`src/rtl/seq_pkg.sv`:
```
// Shared types and helpers for the programmable serial-pattern detector.
package seq_pkg;

    // Controller states
    typedef enum logic [1:0] {
        ST_IDLE  = 2'd0,
        ST_ARMED = 2'd1,
        ST_RUN   = 2'd2,
        ST_DONE  = 2'd3
    } state_e;

    localparam int DEF_MAX_LEN = 8;
    localparam int DEF_CNT_W   = 8;

    // Forces a requested pattern length into the legal range 1..max_len.
    function automatic int unsigned clamp_len(input int unsigned len,
                                              input int unsigned max_len);
        if (len == 0) begin
            return 1;
        end
        if (len > max_len) begin
            return max_len;
        end
        return len;
    endfunction

    // One bit of the compare mask: bit idx takes part in the compare when idx < len.
    function automatic logic mask_bit(input int unsigned idx,
                                      input int unsigned len);
        return (idx < len);
    endfunction

endpackage

```
`src/rtl/seq_match_core.sv`:
```
// History shift register, fill counter and masked pattern compare.
// The match output looks at the history as it will be after the current bit.
module seq_match_core
    import seq_pkg::*;
#(
    parameter int MAX_LEN = DEF_MAX_LEN,
    parameter int LEN_W   = $clog2(MAX_LEN) + 1
) (
    input  logic               clk,
    input  logic               rst_n,
    input  logic               in_bit,
    input  logic               in_valid,
    input  logic               clear,
    input  logic               overlap,
    input  logic [LEN_W-1:0]   len,
    input  logic [MAX_LEN-1:0] pattern,
    output logic               match
);

    logic [MAX_LEN-1:0] mask;
    logic [MAX_LEN-1:0] hist_q;
    logic [MAX_LEN-1:0] hist_d;
    logic [LEN_W-1:0]   fill_q;
    logic [LEN_W-1:0]   fill_d;

    // Per-bit compare mask derived from the (already sanitised) length
    generate
        for (genvar gi = 0; gi < MAX_LEN; gi++) begin : g_mask
            assign mask[gi] = mask_bit(gi, 32'(len));
        end
    endgenerate

    // Next-state history/fill and the match decision on that next state
    always_comb begin
        hist_d = {hist_q[MAX_LEN-2:0], in_bit};
        fill_d = (fill_q >= LEN_W'(MAX_LEN)) ? fill_q : fill_q + LEN_W'(1);
        match  = in_valid && (fill_d >= len) && (((hist_d ^ pattern) & mask) == '0);
    end

    // Shift only on qualified bits; non-overlap mode restarts the fill after a hit
    always_ff @(posedge clk) begin
        if (!rst_n || clear) begin
            hist_q <= '0;
            fill_q <= '0;
        end else if (in_valid) begin
            hist_q <= hist_d;
            fill_q <= (match && !overlap) ? '0 : fill_d;
        end
    end

endmodule

```
`src/rtl/seq_detect_ctrl.sv`:
```
// Programmable serial-pattern detector controller: config handshake,
// run/stop FSM, match counter and done detection around seq_match_core.
module seq_detect_ctrl
    import seq_pkg::*;
#(
    parameter int MAX_LEN = DEF_MAX_LEN,
    parameter int CNT_W   = DEF_CNT_W,
    parameter int LEN_W   = $clog2(MAX_LEN) + 1
) (
    input  logic               clk,
    input  logic               rst_n,
    input  logic               cfg_valid,
    output logic               cfg_ready,
    input  logic [MAX_LEN-1:0] cfg_pattern,
    input  logic [LEN_W-1:0]   cfg_len,
    input  logic               cfg_overlap,
    input  logic [CNT_W-1:0]   cfg_target,
    input  logic               start,
    input  logic               stop,
    input  logic               in,
    input  logic               in_valid,
    output logic               o,
    output logic [CNT_W-1:0]   match_cnt,
    output logic               busy,
    output logic               done
);

    state_e             state_q;
    logic [MAX_LEN-1:0] pattern_q;
    logic [LEN_W-1:0]   len_q;
    logic               overlap_q;
    logic [CNT_W-1:0]   target_q;
    logic [CNT_W-1:0]   cnt_q;
    logic [CNT_W-1:0]   cnt_d;
    logic               o_q;
    logic               busy_q;
    logic               done_q;
    logic               ready_q;

    logic               cfg_accept;
    logic               start_run;
    logic               run_valid;
    logic               core_match;
    logic               target_hit;

    // Handshake qualification and run-start / run-bit strobes
    always_comb begin
        cfg_accept = cfg_valid && ready_q;
        start_run  = start && !cfg_accept &&
                     ((state_q == ST_ARMED) || (state_q == ST_DONE));
        run_valid  = in_valid && (state_q == ST_RUN);
    end

    // Saturating count increment and target comparison
    always_comb begin
        cnt_d      = (cnt_q == '1) ? cnt_q : cnt_q + CNT_W'(1);
        target_hit = (target_q != '0) &&
                     (({1'b0, cnt_q} + (CNT_W+1)'(1)) == {1'b0, target_q});
    end

    seq_match_core #(
        .MAX_LEN (MAX_LEN),
        .LEN_W   (LEN_W)
    ) u_core (
        .clk      (clk),
        .rst_n    (rst_n),
        .in_bit   (in),
        .in_valid (run_valid),
        .clear    (start_run),
        .overlap  (overlap_q),
        .len      (len_q),
        .pattern  (pattern_q),
        .match    (core_match)
    );

    // Controller FSM with registered state decodes and match pulse
    always_ff @(posedge clk) begin
        if (!rst_n) begin
            state_q   <= ST_IDLE;
            pattern_q <= '0;
            len_q     <= '0;
            overlap_q <= 1'b0;
            target_q  <= '0;
            cnt_q     <= '0;
            o_q       <= 1'b0;
            busy_q    <= 1'b0;
            done_q    <= 1'b0;
            ready_q   <= 1'b1;
        end else begin
            o_q <= 1'b0;
            if (cfg_accept) begin
                // Config accept outranks stop/start and always lands in ARMED
                pattern_q <= cfg_pattern;
                len_q     <= LEN_W'(clamp_len(32'(cfg_len), MAX_LEN));
                overlap_q <= cfg_overlap;
                target_q  <= cfg_target;
                state_q   <= ST_ARMED;
                busy_q    <= 1'b0;
                done_q    <= 1'b0;
                ready_q   <= 1'b1;
            end else begin
                case (state_q)
                    ST_RUN: begin
                        if (stop) begin
                            state_q <= ST_ARMED;
                            busy_q  <= 1'b0;
                            ready_q <= 1'b1;
                        end else if (core_match) begin
                            o_q   <= 1'b1;
                            cnt_q <= cnt_d;
                            if (target_hit) begin
                                state_q <= ST_DONE;
                                busy_q  <= 1'b0;
                                done_q  <= 1'b1;
                                ready_q <= 1'b1;
                            end
                        end
                    end
                    ST_ARMED, ST_DONE: begin
                        if (start_run) begin
                            state_q <= ST_RUN;
                            cnt_q   <= '0;
                            busy_q  <= 1'b1;
                            done_q  <= 1'b0;
                            ready_q <= 1'b0;
                        end
                    end
                    default: begin
                        state_q <= ST_IDLE;
                    end
                endcase
            end
        end
    end

    assign o         = o_q;
    assign match_cnt = cnt_q;
    assign busy      = busy_q;
    assign done      = done_q;
    assign cfg_ready = ready_q;

endmodule

```
`config.mk`:
```
export PLATFORM = sky130hd
export DESIGN_NAME = seq_detect_ctrl
export DESIGN_NICKNAME = d
export VERILOG_FILES = /design/src/rtl/seq_pkg.sv /design/src/rtl/seq_match_core.sv /design/src/rtl/seq_detect_ctrl.sv
export SDC_FILE = /design/constraint.sdc
export NUM_CORES = 1
export LEC_CHECK = 0
export BUFFER_PORTS_ARGS = -buffer_cell sky130_fd_sc_hd__buf_2
export CAP_MARGIN = 40
export CELL_PAD_IN_SITES_DETAIL_PLACEMENT = 2
export CELL_PAD_IN_SITES_GLOBAL_PLACEMENT = 2
export CORE_ASPECT_RATIO = 0.75
export CORE_MARGIN = 1.5
export CORE_UTILIZATION = 35
export DETAILED_ROUTE_END_ITERATION = 10
export PLACE_DENSITY_LB_ADDON = 0.1
export SETUP_SLACK_MARGIN = 0.2
export SLEW_MARGIN = 20
export SYNTH_ARGS = -nofsm -noshare
export SYNTH_HDL_FRONTEND = slang
export SYNTH_SLANG_ARGS = --single-unit
export TNS_END_PERCENT = 100
```
`constraint.sdc`:
```
create_clock -name clk -period 4 [get_ports clk]
set_input_delay 0.2 -clock clk [delete_from_list [all_inputs] [get_ports clk]]
set_output_delay 0.2 -clock clk [all_outputs]
set_load 0.005 [all_outputs]
```
After elaboration in Yosys (flattened, before gate mapping) --
Cells that the tools add are included.
Storage, ports and cells: register bits after elaboration 46, bits of input ports 28, output and inout bits 12, logic and storage cells 109
Cells by class: add/subtract/negate cells 3, $lt $le $gt $ge 11, equality and inequality tests 15, multiplexer cells 37, bitwise logic cells 5, reduce and logical (&&, ||, !) cells 25
Operator list (number):
- 8-bit two-way mux | 4
- 4-bit two-way mux | 5
- 1-bit two-way mux | 19
- 3-bit by 4-bit less-than comparator with 1-bit output (first input constant) | 4
- 8-bit one-hot mux with 2 select lines | 1
- 8-bit by 1-bit adder with 9-bit output (second input constant) | 1
- 9-bit by 8-bit == test with 1-bit output | 1
- 8-bit by 1-bit adder with 8-bit output (second input constant) | 1
- 8-bit bitwise AND | 1
- 8-bit == test (second input constant) | 1
- 1-bit logical AND | 8
- 8-bit logical NOT | 1
- 1-bit by 4-bit less-than comparator with 1-bit output (first input constant) | 2
- 2-bit by 4-bit less-than comparator with 1-bit output (first input constant) | 2
- 2-bit two-way mux | 4
- 8-bit nonzero test | 1
- 8-bit bitwise XOR | 1
- 2-bit != test (second input constant) | 3
- 3-bit by 2-bit != test with 1-bit output (second input constant) | 2
- 1-bit one-hot mux with 2 select lines | 3
- 3-bit AND reduction | 2
- 6-bit AND reduction | 1
- 5-bit AND reduction | 1
- 4-bit by 1-bit adder with 4-bit output (second input constant) | 1
- other kinds (18) | 26

Logic depth before layout (Yosys ltp) --
Gate-level depths: netlist of run 1.
depth in word-level cells 9, gate-level depth with buffers 10, gate-level depth less buffers 9

Hierarchy --
A second synthesis of run 1 with hierarchy kept.
Second synthesis, totals: cells, all modules 299, area total of the unflattened synthesis 2548.7 µm²
By module, submodules not included:
- seq_detect_ctrl | times used 1, cells each 217, area each 1800.5 µm², seq. area each 700.7 µm²
- seq_match_core | times used 1, cells each 82, area each 748.2 µm², seq. area each 220.2 µm²

Worst setup path before layout of run 1 --
Ideal clock, no wire load.
path kind flip-flop to flip-flop, start point register u_core.fill_q[0], end point register cnt_q[4] (netlist: match_cnt[4]), setup time 0.130 ns, arrival 2.087 ns, required time 3.870 ns, path slack 1.783 ns, cell stages (with the launch flop) 11, path buffers 1, period minus slack after synthesis 2.217 ns, cell sequence dfxtp_1 > inv_1 > ha_1 > mux2_2 > ha_1 > a211oi_1 > o21bai_1 > and3_2 > buf_6 > a41oi_1 > a31oi_1
On the way: longest elaborated chain between the ends 7, elaborated cells on any way between the ends 8, those cells by class 1 x add/sub; 2 x order compare; 1 x eq/ne; 1 x mux; 3 x reduce/logical
Ends and longest elaborated chain:
- start: declaration | RTL line seq_match_core.sv:23 | logic [LEN_W-1:0] fill_q;
- start signal: assignment | RTL line seq_match_core.sv:47 | fill_q <= (match && !overlap) ? '0 : fill_d;
- 4-bit by 1-bit adder with 4-bit output or 4-bit >= comparator (tied branches) | RTL line seq_match_core.sv:36 | fill_d = (fill_q >= LEN_W'(MAX_LEN)) ? fill_q : fill_q + LEN_W'(1);
- 4-bit two-way mux * | RTL line seq_match_core.sv:36
- 4-bit >= comparator * | RTL line seq_match_core.sv:37 | match = in_valid && (fill_d >= len) && (((hist_d ^ pattern) & mask) == '0);
- 1-bit logical AND * (2 in a row) | RTL line seq_match_core.sv:37
- 2-bit by 1-bit != test with 1-bit output (no source line) *
- 6-bit AND reduction (no source line) *
- end signal: assignment | RTL line seq_detect_ctrl.sv:110 | cnt_q <= cnt_d;
- end: declaration | RTL line seq_detect_ctrl.sv:33 | logic [CNT_W-1:0] cnt_q;
Mark *: on every way between the ends. The rest lies on a longest branch, timed or not. A chain may end at the register's enable or synchronous reset.

Worst setup path in the final report of run 1 --
start point register u_core.fill_q[0], end point register cnt_q[7] (netlist: match_cnt[7])
The elaborated chain is that of the path after synthesis.

==> out/qor.csv, run 1 <==
stage;metric;value;unit
critical_path;cp_slowest_stage_delay;0.43;ns
sta;rsz0062_at_grt;no;
detailed_routing;final_antenna_net_count;0;
detailed_routing;wl_per_cell;17.4;um
placement;preCtsSetupSlack;1.53;ns
detailed_routing;vias_per_cell;5.36;
global_route;first_global_vias;2234;
synthesis;ys_ff_latch;46;
synthesis;ys_types;47;
sta;final_hold_viol_count;0;
synthesis;yosysWarnings;0;
sta;relSlewSlack;51.2;%
min_path;min_path_type;input port to flop;
global_route;antenna_found_initial;0;
critical_path;startpoint_type;flop;
outcome;status;finished, final reports clean;
synthesis;synth_area_leaders;dfxtp_1, nand2_1, a21boi_0;
cts;hold_buffers;0;
critical_path;slowest_stage;dfxtp_1;
placement;place_hpwl;5250;um
global_route;use_met3;3.67;%
global_route;grt_max_degree;32;
layout;final_net_count;360;
floorplan;num_rows;25;
cts;cts-root-buf;clkbuf_8;
sta;setup_violations;0;
synthesis;synth_top_area_share;38.9;%
global_route;use_met2;32.5;%
detailed_routing;route.detailed.drc;0;
layout;insertedDiodeCount;0;
synthesis;synth_edf_count;0;
pwr;p_per_area;372;nW/um2
synthesis;yosysTopAreaCell;dfxtp_1;
critical_path;path_cells;inv_1, ha_1, mux2_2, ha_1, a211oi_1, o21bai_1, and3_2, a21o_2, a31oi_1;
floorplan;core;6410;um2
synthesis;syn_area_per_cell;8.29;um2
cts;clock_sinks;46;
detailed_routing;drt_pass1_iterations;4;
layout;most-common-layout-cells;nand2_1, dfxtp_1, buf_2;
cts;postCtsSetupBuffers;0;
placement;portBuffers;39;
synthesis;synth_nets;321;
cts;clock_latency;0.31;ns
layout;fillCellCount;754;
synthesis;synth_area;2370;um2
synthesis;ys_seq_area_share;38.9;%
global_route;top_usage_layer;met2;
critical_path;crit_path_end_kind;flop;
critical_path;worstPathArrival;2.74;ns
global_route;globalRouteOverflowTotal;0;
sta;fin_crit_sh;63.0;%
sta;finalClockSkew;0.00824;ns
global_route;grt_pass1_wl;11600;um
layout;area_growth;17.7;%
critical_path;path_common_cell;ha_1;
sta;max_freq;397;MHz
floorplan;die_w;98.0;um
global_route;use_met1;29.0;%
critical_path;crit_type;flop to flop;
cts;htreeDepth;2;
detailed_routing;vias;2181;
sta;slew_violations;0;
critical_path;crit_fanout;11;
cts;cts_buffer_depth;2;
run;max_cap_violations;0;
sta;setup_ws;1.48;ns
pwr;max-vdd-ir-drop;0.162;mV
detailed_routing;wirelength;7100;um
sta;post-route-min-period;2.52;ns
sta;timing.setup.tns;0;ns
layout;layout-drive-gt1-share;17.5;%
placement;gp_congestion;0.777;
synthesis;async_flop_share;0;%
layout;final_common_cell;nand2_1;
synthesis;syn_inst;286;
cts;cts_resized;0;
cts;clkTransAtPathRegs;0.09;ns
synthesis;synth_flop_cell;dfxtp_1;
floorplan;boundaryPins;40;
pwr;p_leak;1.13;nW
floorplan;die_height;74.3;um
sta;tightest_slew;0.727;ns
floorplan;initial_utilization;37.0;%
cts;cts_made_buffers;5;
detailed_routing;drt_iter0_drc;34;
critical_path;reg2reg_slack;1.48;ns
cts;cts_tree;done;
critical_path;required;4.22;ns
global_route;grtUsageTotal;20.5;%
floorplan;die_area;7280;um2
## registers in the layout, indices dropped and copies added, names as in the netlist
register       cells
len_q              4
done               1
busy               1
overlap_q          1
cfg_ready          1
match_cnt          8
pattern_q          8
o                  1
u_core.fill_q      4
target_q           8
state_q            2
u_core.hist_q      7
## per-stage QoR
stage	std cells	cell area, um2	util (%)	power, W	hold WS, ns
CTS	407	2790	43.5	0.00105	0.126
global placement	398	2630	41.1	0.000608	0.453
finish	407	2790	43.5	0.00104	0.128
floorplan	286	2370	-	0.000567	0.336
detailed placement	399	2650	41.3	0.000616	0.461
global route	407	2790	43.5	0.00108	0.136
## synth_stat cells, types with 2 or more instances
master / count
nand2b_1: 8
a211oi_1: 2
nor2_1: 13
o21ai_0: 10
clkbuf_1: 8
a31oi_1: 11
nor2b_1: 2
and3_1: 8
nand3_1: 4
xnor2_1: 17
a21boi_0: 21
dfxtp_1: 46
nand2_1: 63
ha_1: 7
a21oi_1: 14
nand3b_1: 2
o31ai_1: 2
inv_1: 9
a41oi_1: 3
xor2_1: 6
nor3_1: 2
o22ai_1: 3
## where the power goes
group          leakage (nW)  switching (W)  total [W]  internal (W)
Sequential            0.374      0.0000187   0.000493      0.000474
Clock                0.0714       0.000167   0.000434      0.000267
Combinational         0.684      0.0000659   0.000112     0.0000462
Total                  1.13       0.000252    0.00104      0.000787
## kinds of logic (layout without fill, tap and decap cells)
group / after synthesis / after routing / share of synthesized area (%)
AND/OR/NAND/NOR: 114 / 114 / 23.5
AO/OA/AOI/OAI: 76 / 76 / 21.4
flip-flops: 46 / 46 / 38.9
XOR/XNOR: 23 / 23 / 8.50
buffers and inverters: 18 / 58 / 3.17
adder cells (fa/ha/maj): 7 / 7 / 3.70
multiplexers: 2 / 2 / 0.898
## path summary, 6_finish.rpt
path | endpoint | cells after the start | startpoint
max | match_cnt[7]$_SDFFE_PN0P_ | 9 | u_core.fill_q[0]$_SDFFE_PP0P_
min | pattern_q[0]$_SDFFE_PN0P_ | 3 | cfg_pattern[0]
max reg2reg | match_cnt[7]$_SDFFE_PN0P_ | 9 | u_core.fill_q[0]$_SDFFE_PP0P_
min reg2reg | u_core.hist_q[6]$_SDFFE_PP0P_ | 2 | u_core.hist_q[6]$_SDFFE_PP0P_
## cell type report
class | count | area, um2 | share of cell area, %
Multi-Input combinational cell | 222 | 1370 | 49.2
Timing Repair Buffer | 41 | 218 | 7.80
Inverter | 9 | 33.8 | 1.21
Clock buffer | 6 | 82.6 | 2.96
Sequential cell | 46 | 921 | 33.0
Clock inverter | 2 | 60.1 | 2.15
Tap cell | 81 | 101 | 3.63
## critical path, delay by kind of cell (launching register included)
kind / cells / cell delay [ns]
AO/OA/AOI/OAI: 4 / 0.82
adder cells (fa/ha/maj): 2 / 0.55
buffers and inverters: 1 / 0.07
flip-flops: 1 / 0.43
multiplexers: 1 / 0.28
AND/OR/NAND/NOR: 1 / 0.28
## metal layers
metal,wire (um),vias to the layer above
met3,207,8
met2,3120,31
met4,78,0
met1,3690,1067
li1,-,1075
met5,0,-
(Power assumes the default switching activity.)
==> run 2, diff against run 1 <==
- ABC_AREA: default -> 1
- CORE_UTILIZATION: 35 -> 31
- clock period: 4 -> 2.6 ns (I/O delays scaled with it)
==> run 2 against run 1 <==
Clock power is 1% lower. Maximum frequency grew 13%. Final cell count rose by 25%. Critical path type unchanged. Highest routed layer unchanged.
==> out/qor.csv, run 2 <==
stage;metric;value;unit;change
outcome;status;finished, final reports clean;;unchanged
placement;gp_congestion;0.840;;was 0.777
sta;tightest_slew;0.467;ns;was 0.727 ns
layout;fillCellCount;932;;was 754
pwr;p_switching;0.000411;W;was 0.000252 W
critical_path;timing.rr.start;u_core.fill_q[1]$_SDFFE_PP0P_;;was u_core.fill_q[0]$_SDFFE_PP0P_
critical_path;slowest_stage;dfxtp_1;;unchanged
placement;place_hpwl;6030;um;was 5250 um
synthesis;yosysTopAreaCell;dfxtp_1;;unchanged
critical_path;cp_slowest_stage_delay;0.34;ns;was 0.43 ns
detailed_routing;wirelength;7940;um;was 7100 um
pwr;seqPwrFrac;53.8;%;was 47.4%
detailed_routing;vias_per_cell;4.90;;was 5.36
floorplan;initial_utilization;32.8;%;was 37.0%
cts;cts_buffer_depth;2;;unchanged
floorplan;num_rows;27;;was 25
pwr;p_per_area;484;nW/um2;was 372 nW/um2
pwr;total_power;0.00141;W;was 0.00104 W
critical_path;path_common_cell;nand2_1;;was ha_1
cts;cts-root-buf;clkbuf_8;;unchanged
placement;dpl.cell_count;495;;was 399
cts;clock_latency;0.30;ns;was 0.31 ns
pwr;p_int;0.000999;W;was 0.000787 W
synthesis;synth_most_common_cell;nand2_1;;unchanged
critical_path;path_cells;inv_1, ha_1, nand2_1, o21ai_2, ha_1, nand2_1, nand2_1, nand2_1, nand3_2, nand2_1, inv_2, nand3_4, nand2_4, nand2_8, buf_4, nand2_1, a21oi_1;;was inv_1, ha_1, mux2_2, ha_1, a211oi_1, o21bai_1, and3_2, a21o_2, a31oi_1
synthesis;synth_top_area_share;37.3;%;was 38.9%
cts;clkTransAtPathRegs;0.08;ns;was 0.09 ns
critical_path;worstPathArrival;2.40;ns;was 2.74 ns
sta;setup_violations;0;;unchanged
global_route;grtUsageTotal;20.0;%;was 20.5%
cts;hold_buffers;0;;unchanged
run;max_cap_violations;0;;unchanged
floorplan;die_w;106;um;was 98.0 um
pwr;swShare;29.1;%;was 24.2%
detailed_routing;route.detailed.drc;0;;unchanged
global_route;antenna_found_initial;0;;unchanged
global_route;globalRouteOverflowTotal;0;;unchanged
critical_path;worstSetupEndpoint;match_cnt[3]$_SDFFE_PN0P_;;was match_cnt[7]$_SDFFE_PN0P_
layout;insertedDiodeCount;0;;unchanged
detailed_routing;wl_per_cell;15.7;um;was 17.4 um
critical_path;crit_fanout;8;;was 11
layout;final_area;2910;um2;was 2790 um2
sta;setup_ws;0.369;ns;was 1.48 ns
critical_path;startpoint_type;flop;;unchanged
floorplan;core;7530;um2;was 6410 um2
pwr;pwr-share-comb;15.7;%;was 10.8%
cts;htreeDepth;2;;unchanged
min_path;min_path_type;input port to flop;;unchanged
layout;final_common_cell;nand2_1;;unchanged
layout;most-common-layout-cells;nand2_1, dfxtp_1, buf_2;;unchanged
pwr;p_leak;1.29;nW;was 1.13 nW
sta;final_hold_viol_count;0;;unchanged
global_route;first_global_vias;2570;;was 2234
pwr;max-vdd-ir-drop;0.204;mV;was 0.162 mV
layout;layout-drive-gt1-share;20.0;%;was 17.5%
critical_path;regToRegEndpoint;match_cnt[3]$_SDFFE_PN0P_;;was match_cnt[7]$_SDFFE_PN0P_
placement;preCtsSetupSlack;0.215;ns;was 1.53 ns
detailed_routing;drt_pass1_iterations;4;;unchanged
sta;fin_crit_sh;85.8;%;was 63.0%
synthesis;synth_edf_count;0;;unchanged
synthesis;ys_ff_latch;46;;unchanged
sta;relSlewSlack;68.8;%;was 51.2%
synthesis;ys_seq_area_share;37.3;%;was 38.9%
critical_path;crit_type;flop to flop;;unchanged
synthesis;synth_area_leaders;dfxtp_1, nand2_1, o21ai_0;;was dfxtp_1, nand2_1, a21boi_0
critical_path;required;2.77;ns;was 4.22 ns
sta;max_freq;448;MHz;was 397 MHz
synthesis;ys_types;33;;was 47
pwr;clkPwrFrac;30.4;%;was 41.8%
detailed_routing;final_antenna_net_count;0;;unchanged
layout;area_growth;18.1;%;was 17.7%
floorplan;boundaryPins;40;;unchanged
layout;multi_input_area;1380;um2;was 1370 um2
sta;finalClockSkew;0.00568;ns;was 0.00824 ns
sta;rsz0062_at_grt;no;;unchanged
critical_path;reg2reg_slack;0.37;ns;was 1.48 ns
floorplan;die_area;8510;um2;was 7280 um2
synthesis;async_flop_share;0;%;unchanged
synthesis;yosysWarnings;0;;unchanged
synthesis;synth_area;2470;um2;was 2370 um2
layout;final_net_count;441;;was 360
layout;final-seq-area;925;um2;was 921 um2
cts;cts_tree;done;;unchanged
critical_path;crit_path_end_kind;flop;;unchanged
placement;placed_area;2760;um2;was 2650 um2
synthesis;synth_nets;398;;was 321
layout;layout.cells.non_filler;507;;was 407
synthesis;synthTopCellsByCount;nand2_1, dfxtp_1, nor2_1, inv_1, o21ai_0;;was nand2_1, dfxtp_1, a21boi_0, xnor2_1, a21oi_1
floorplan;die_height;80.3;um;was 74.3 um
global_route;grt_max_degree;31;;was 32
sta;slew_violations;0;;unchanged
synthesis;syn_area_per_cell;6.80;um2;was 8.29 um2
critical_path;reg2reg_depth;17;;was 9
detailed_routing;drt_iter0_drc;77;;was 34
synthesis;synth_flop_cell;dfxtp_1;;unchanged
placement;portBuffers;39;;unchanged
sta;post-route-min-period;2.23;ns;was 2.52 ns
cts;cts_made_buffers;5;;unchanged
synthesis;syn_inst;363;;was 286
sta;timing.setup.tns;0;ns;unchanged
cts;clock_sinks;46;;unchanged
detailed_routing;vias;2482;;was 2181
global_route;grt_pass1_wl;13000;um;was 11600 um
critical_path;cp-startpoint;u_core.fill_q[1]$_SDFFE_PP0P_;;was u_core.fill_q[0]$_SDFFE_PP0P_
## run 2: changes by cell type after synthesis, moves of 11 or more
cell | before | now
a21boi_0 | 21 | 0
a21oi_1 | 14 | 27
a31oi_1 | 11 | 0
inv_1 | 9 | 37
nand2_1 | 63 | 93
nand3_1 | 4 | 18
nor2_1 | 13 | 38
o21ai_0 | 10 | 29
xnor2_1 | 17 | 0
## run 2: layout make-up
type                    count  share of cell area (%)
well taps                 101                    4.34
repair buffers             45                    8.24
multi-input cells         265                    47.2
clock buffers               7                    2.62
inverters                  42                    5.67
flip-flops and latches     46                    31.7
repair inverters            1                   0.172
## run 2: stage by stage
step                      utilization [%]  hold slack, ns
after global placement               36.7           0.383
final                                38.7          0.0737
after CTS                            37.7          0.0673
after global routing                 38.7          0.0723
after floorplan                         -           0.269
after detailed placement             36.7           0.388
## run 2: cell families after synthesis
group,synth area share (%)
fa+ha+maj,3.55
buf+inv,8.21
simple gates,32.6
xor+xnor,2.84
flops,37.3
compound gates,15.5
## run 2: worst max-delay path, delay by kind of cell (launching register included)
kind	cells	cell delay (ns)
buffers and inverters	3	0.33
DFF	1	0.34
AOI/OAI and AO/OA	2	0.13
adders and majority gates	2	0.57
and+or+nand+nor	10	0.73
## run 2: worst min path at each step
stage,depth (start not counted),end,slack (ns),from
global route,3,pattern_q[1]$_SDFFE_PN0P_,0.07,cfg_pattern[1]
floorplan,2,len_q[1]$_SDFFE_PN0P_,0.27,cfg_len[1]
finish,3,pattern_q[1]$_SDFFE_PN0P_,0.07,cfg_pattern[1]
detailed placement,3,len_q[2]$_SDFFE_PN0P_,0.39,cfg_len[2]
global placement,3,len_q[2]$_SDFFE_PN0P_,0.38,cfg_len[2]
CTS,3,pattern_q[1]$_SDFFE_PN0P_,0.07,cfg_pattern[1]
## run 2: power by group through the flow
stage               registers (W)  clock network, W  logic [W]
floorplan                0.000769                 0   0.000136
finish                   0.000759          0.000429   0.000222
CTS                      0.000761          0.000446   0.000212
detailed placement       0.000777                 0   0.000210
global placement         0.000776                 0   0.000203
global route             0.000763          0.000475   0.000254
## run 2: timing repair
item / 4_1_cts / 5_1_grt
setup endpoints to repair: 3 / 16
pin swaps: 0 / 2
gates cloned: 0 / 1
buffers inserted: 0 / 4
gates resized for setup: 1 / 10
## run 2: per-layer routing
metal | vias to the layer above | track usage, % | part of all wire (%)
met4 | 0 | 4.59 | 0.74
met5 | - | 0 | 0
met1 | 1188 | 28.5 | 52
met2 | 41 | 31.4 | 43
met3 | 5 | 3.65 | 3.8
li1 | 1248 | - | -
==> run 3, diff against run 2 <==
- clock period: 2.6 -> 2.3 ns (I/O delays scaled with it)
==> run 3 against run 2 <==
Register-to-register slack worse by 0.32 ns. Power up 25%. Sequential power up 13%. Sequential cell count is the same. Highest routed layer unchanged. Hold slack got worse by 0.0080 ns. Non-clock buffer count is 2 higher. First-iteration DRC count is 6.5% lower. Clock skew rose by 0.00083 ns. Final area is 5.4% higher. Largest cell class unchanged. Wire length grew 8.9%.
==> out/qor.csv, run 3 (synthesis gave the netlist of run 2 again) <==
stage;metric;value;unit;change
outcome;status;finished, final reports clean;;unchanged
pwr;p_leak;1.32;nW;was 1.29 nW
placement;gp_congestion;0.826;;was 0.840
critical_path;crit_type;flop to flop;;unchanged
cts;htreeDepth;2;;unchanged
sta;slew_violations;0;;unchanged
pwr;seqPwrFrac;48.5;%;was 53.8%
layout;layout-drive-gt1-share;25.4;%;was 20.0%
pwr;p_switching;0.000521;W;was 0.000411 W
global_route;globalRouteOverflowTotal;0;;unchanged
global_route;first_global_vias;2659;;was 2570
sta;rsz0062_at_grt;yes;;was no
layout;final_common_cell;nand2_1;;unchanged
critical_path;crit_fanout;4;;was 8
detailed_routing;route.detailed.drc;0;;unchanged
pwr;max-vdd-ir-drop;0.237;mV;was 0.204 mV
floorplan;initial_utilization;32.8;%;unchanged
critical_path;regToRegEndpoint;busy$_SDFFE_PP0P_;;was match_cnt[3]$_SDFFE_PN0P_
critical_path;crit_family;simple AND/OR/NAND/NOR gates;;unchanged
cts;clock_latency;0.31;ns;was 0.30 ns
layout;final_net_count;444;;was 441
sta;setup_ws;0.0511;ns;was 0.369 ns
sta;finalClockSkew;0.00651;ns;was 0.00568 ns
placement;portBuffers;39;;unchanged
floorplan;num_rows;27;;unchanged
sta;fin_crit_sh;97.8;%;was 85.8%
critical_path;crit_buf_inv;2;;was 3
critical_path;path_cells;inv_4, ha_4, nand2_2, o21ai_2, ha_1, nand2_1, nand2_1, nand2_1, nand3_1, nand2_1, inv_2, nand3_4, nor2_4, nand2_2, nand2_2, nand2_2, nand2_2, a21oi_2;;was inv_1, ha_1, nand2_1, o21ai_2, ha_1, nand2_1, nand2_1, nand2_1, nand3_2, nand2_1, inv_2, nand3_4, nand2_4, nand2_8, buf_4, nand2_1, a21oi_1
floorplan;core;7530;um2;unchanged
critical_path;path_common_cell;nand2_2;;was nand2_1
floorplan;boundaryPins;40;;unchanged
critical_path;timing.rr.start;u_core.fill_q[1]$_SDFFE_PP0P_;;unchanged
detailed_routing;wl_met2;3750;um;was 3420 um
layout;most-common-layout-cells;nand2_1, dfxtp_1, buf_2;;unchanged
detailed_routing;vias;2546;;was 2482
critical_path;slowest_stage;dfxtp_2;;was dfxtp_1
global_route;grt_pass1_wl;14100;um;was 13000 um
detailed_routing;dr_wl_met3;194;um;was 299 um
sta;final_hold_viol_count;0;;unchanged
pwr;clkPwrFrac;36.4;%;was 30.4%
critical_path;cp-startpoint;u_core.fill_q[1]$_SDFFE_PP0P_;;unchanged
detailed_routing;vias_per_cell;4.98;;was 4.90
critical_path;cp.depth;18;;was 17
cts;clkTransAtPathRegs;0.10;ns;was 0.08 ns
detailed_routing;drt_pass1_iterations;4;;unchanged
critical_path;required;2.50;ns;was 2.77 ns
min_path;min_path_type;input port to flop;;unchanged
floorplan;die_w;106;um;unchanged
floorplan;die_area;8510;um2;unchanged
detailed_routing;wl_per_cell;16.9;um;was 15.7 um
cts;cts_tree;done;;unchanged
detailed_routing;drt-met1-wl;4640;um;was 4160 um
critical_path;startpoint_type;flop;;unchanged
placement;preCtsSetupSlack;-0.0326;ns;was 0.215 ns
layout;fillCellCount;920;;was 932
cts;hold_buffers;0;;unchanged
layout;area_growth;24.5;%;was 18.1%
detailed_routing;top_layer;met4;;unchanged
critical_path;reg2reg_depth;18;;was 17
global_route;grt_max_degree;26;;was 31
placement;place_hpwl;6400;um;was 6030 um
pwr;total_power;0.00177;W;was 0.00141 W
pwr;p_per_area;576;nW/um2;was 484 nW/um2
cts;clock_sinks;46;;unchanged
floorplan;die_height;80.3;um;unchanged
sta;setup_violations;0;;unchanged
run;max_cap_violations;0;;unchanged
global_route;antenna_found_initial;0;;unchanged
sta;relSlewSlack;68.7;%;was 68.8%
global_route;grtUsageTotal;21.7;%;was 20.0%
critical_path;worstPathArrival;2.45;ns;was 2.40 ns
critical_path;crit_path_end_kind;flop;;unchanged
sta;tightest_slew;0.468;ns;was 0.467 ns
sta;post-route-min-period;2.25;ns;was 2.23 ns
pwr;p_int;0.00125;W;was 0.000999 W
pwr;pwr-share-comb;15.0;%;was 15.7%
detailed_routing;final_antenna_net_count;0;;unchanged
pwr;swShare;29.5;%;was 29.1%
detailed_routing;drt_iter0_drc;72;;was 77
detailed_routing;wirelength;8650;um;was 7940 um
cts;cts-root-buf;clkbuf_8;;unchanged
cts;cts_made_buffers;5;;unchanged
critical_path;reg2reg_slack;0.05;ns;was 0.37 ns
layout;insertedDiodeCount;0;;unchanged
cts;cts_buffer_depth;2;;unchanged
sta;max_freq;445;MHz;was 448 MHz
critical_path;worstSetupEndpoint;busy$_SDFFE_PP0P_;;was match_cnt[3]$_SDFFE_PN0P_
critical_path;cp_slowest_stage_delay;0.36;ns;was 0.34 ns
==> run 3: metrics by stage <==
stage               hold WS, ns  cells  utilization, %  area [um2]  TNS (ns)
floorplan                 0.254    363               -        2470         0
finish                   0.0657    511            40.8        3070         0
global placement          0.367    498            37.0        2780         0
detailed placement        0.395    498            37.0        2780   -0.0752
CTS                      0.0637    511            40.1        3020         0
global route             0.0747    511            40.8        3070    -0.567
==> run 3: power groups by stage <==
stage | sequential [W] | combinational (W) | clock (W)
floorplan | 0.000870 | 0.000154 | 0
global placement | 0.000875 | 0.000235 | 0
detailed placement | 0.000876 | 0.000244 | 0
CTS | 0.000858 | 0.000262 | 0.000655
global route | 0.000863 | 0.000301 | 0.000697
finish | 0.000858 | 0.000266 | 0.000644
==> run 3: metal layers <==
| metal | vias up | GRT usage [%] |
|---|---|---|
| met3 | 5 | 3.73 |
| met1 | 1251 | 31.4 |
| met2 | 35 | 33.4 |
| met4 | 0 | 5.00 |
| li1 | 1255 | - |
| met5 | - | 0 |
==> run 3: cell type report <==
class,count,area [um2],area share [%]
tap,101,126,4.11
clock inverter,3,45.0,1.47
inverter,42,168,5.46
clock buffer,5,68.8,2.24
sequential,46,923,30.1
multi-input combinational,266,1470,47.9
timing repair inverter,1,8.76,0.285
timing repair buffer,47,259,8.43
==> run 3: worst min-delay path by stage <==
stage                                      endpoint  slack (ns)           start  depth (start not counted)
after global routing      pattern_q[7]$_SDFFE_PN0P_        0.07  cfg_pattern[7]                          3
after CTS                 pattern_q[3]$_SDFFE_PN0P_        0.06  cfg_pattern[3]                          3
after detailed placement  pattern_q[3]$_SDFFE_PN0P_        0.39  cfg_pattern[3]                          3
after floorplan               len_q[1]$_SDFFE_PN0P_        0.25      cfg_len[1]                          2
final                     pattern_q[1]$_SDFFE_PN0P_        0.07  cfg_pattern[1]                          3
after global placement    pattern_q[3]$_SDFFE_PN0P_        0.37  cfg_pattern[3]                          3
==> run 3: worst min-delay path: stages <==
cell	delay, ns
buf_2	0.07
o21ai_0	0.08
nor2_1	0.08
==> run 3: what timing repair did <==
item | CTS | global route
resized for setup | 23 | 14
setup endpoints to repair | 17 | 17
pin swaps | 7 | 6
cloned | 2 | 0
buffers inserted | 3 | 0
hold endpoints to repair | 0 | 0
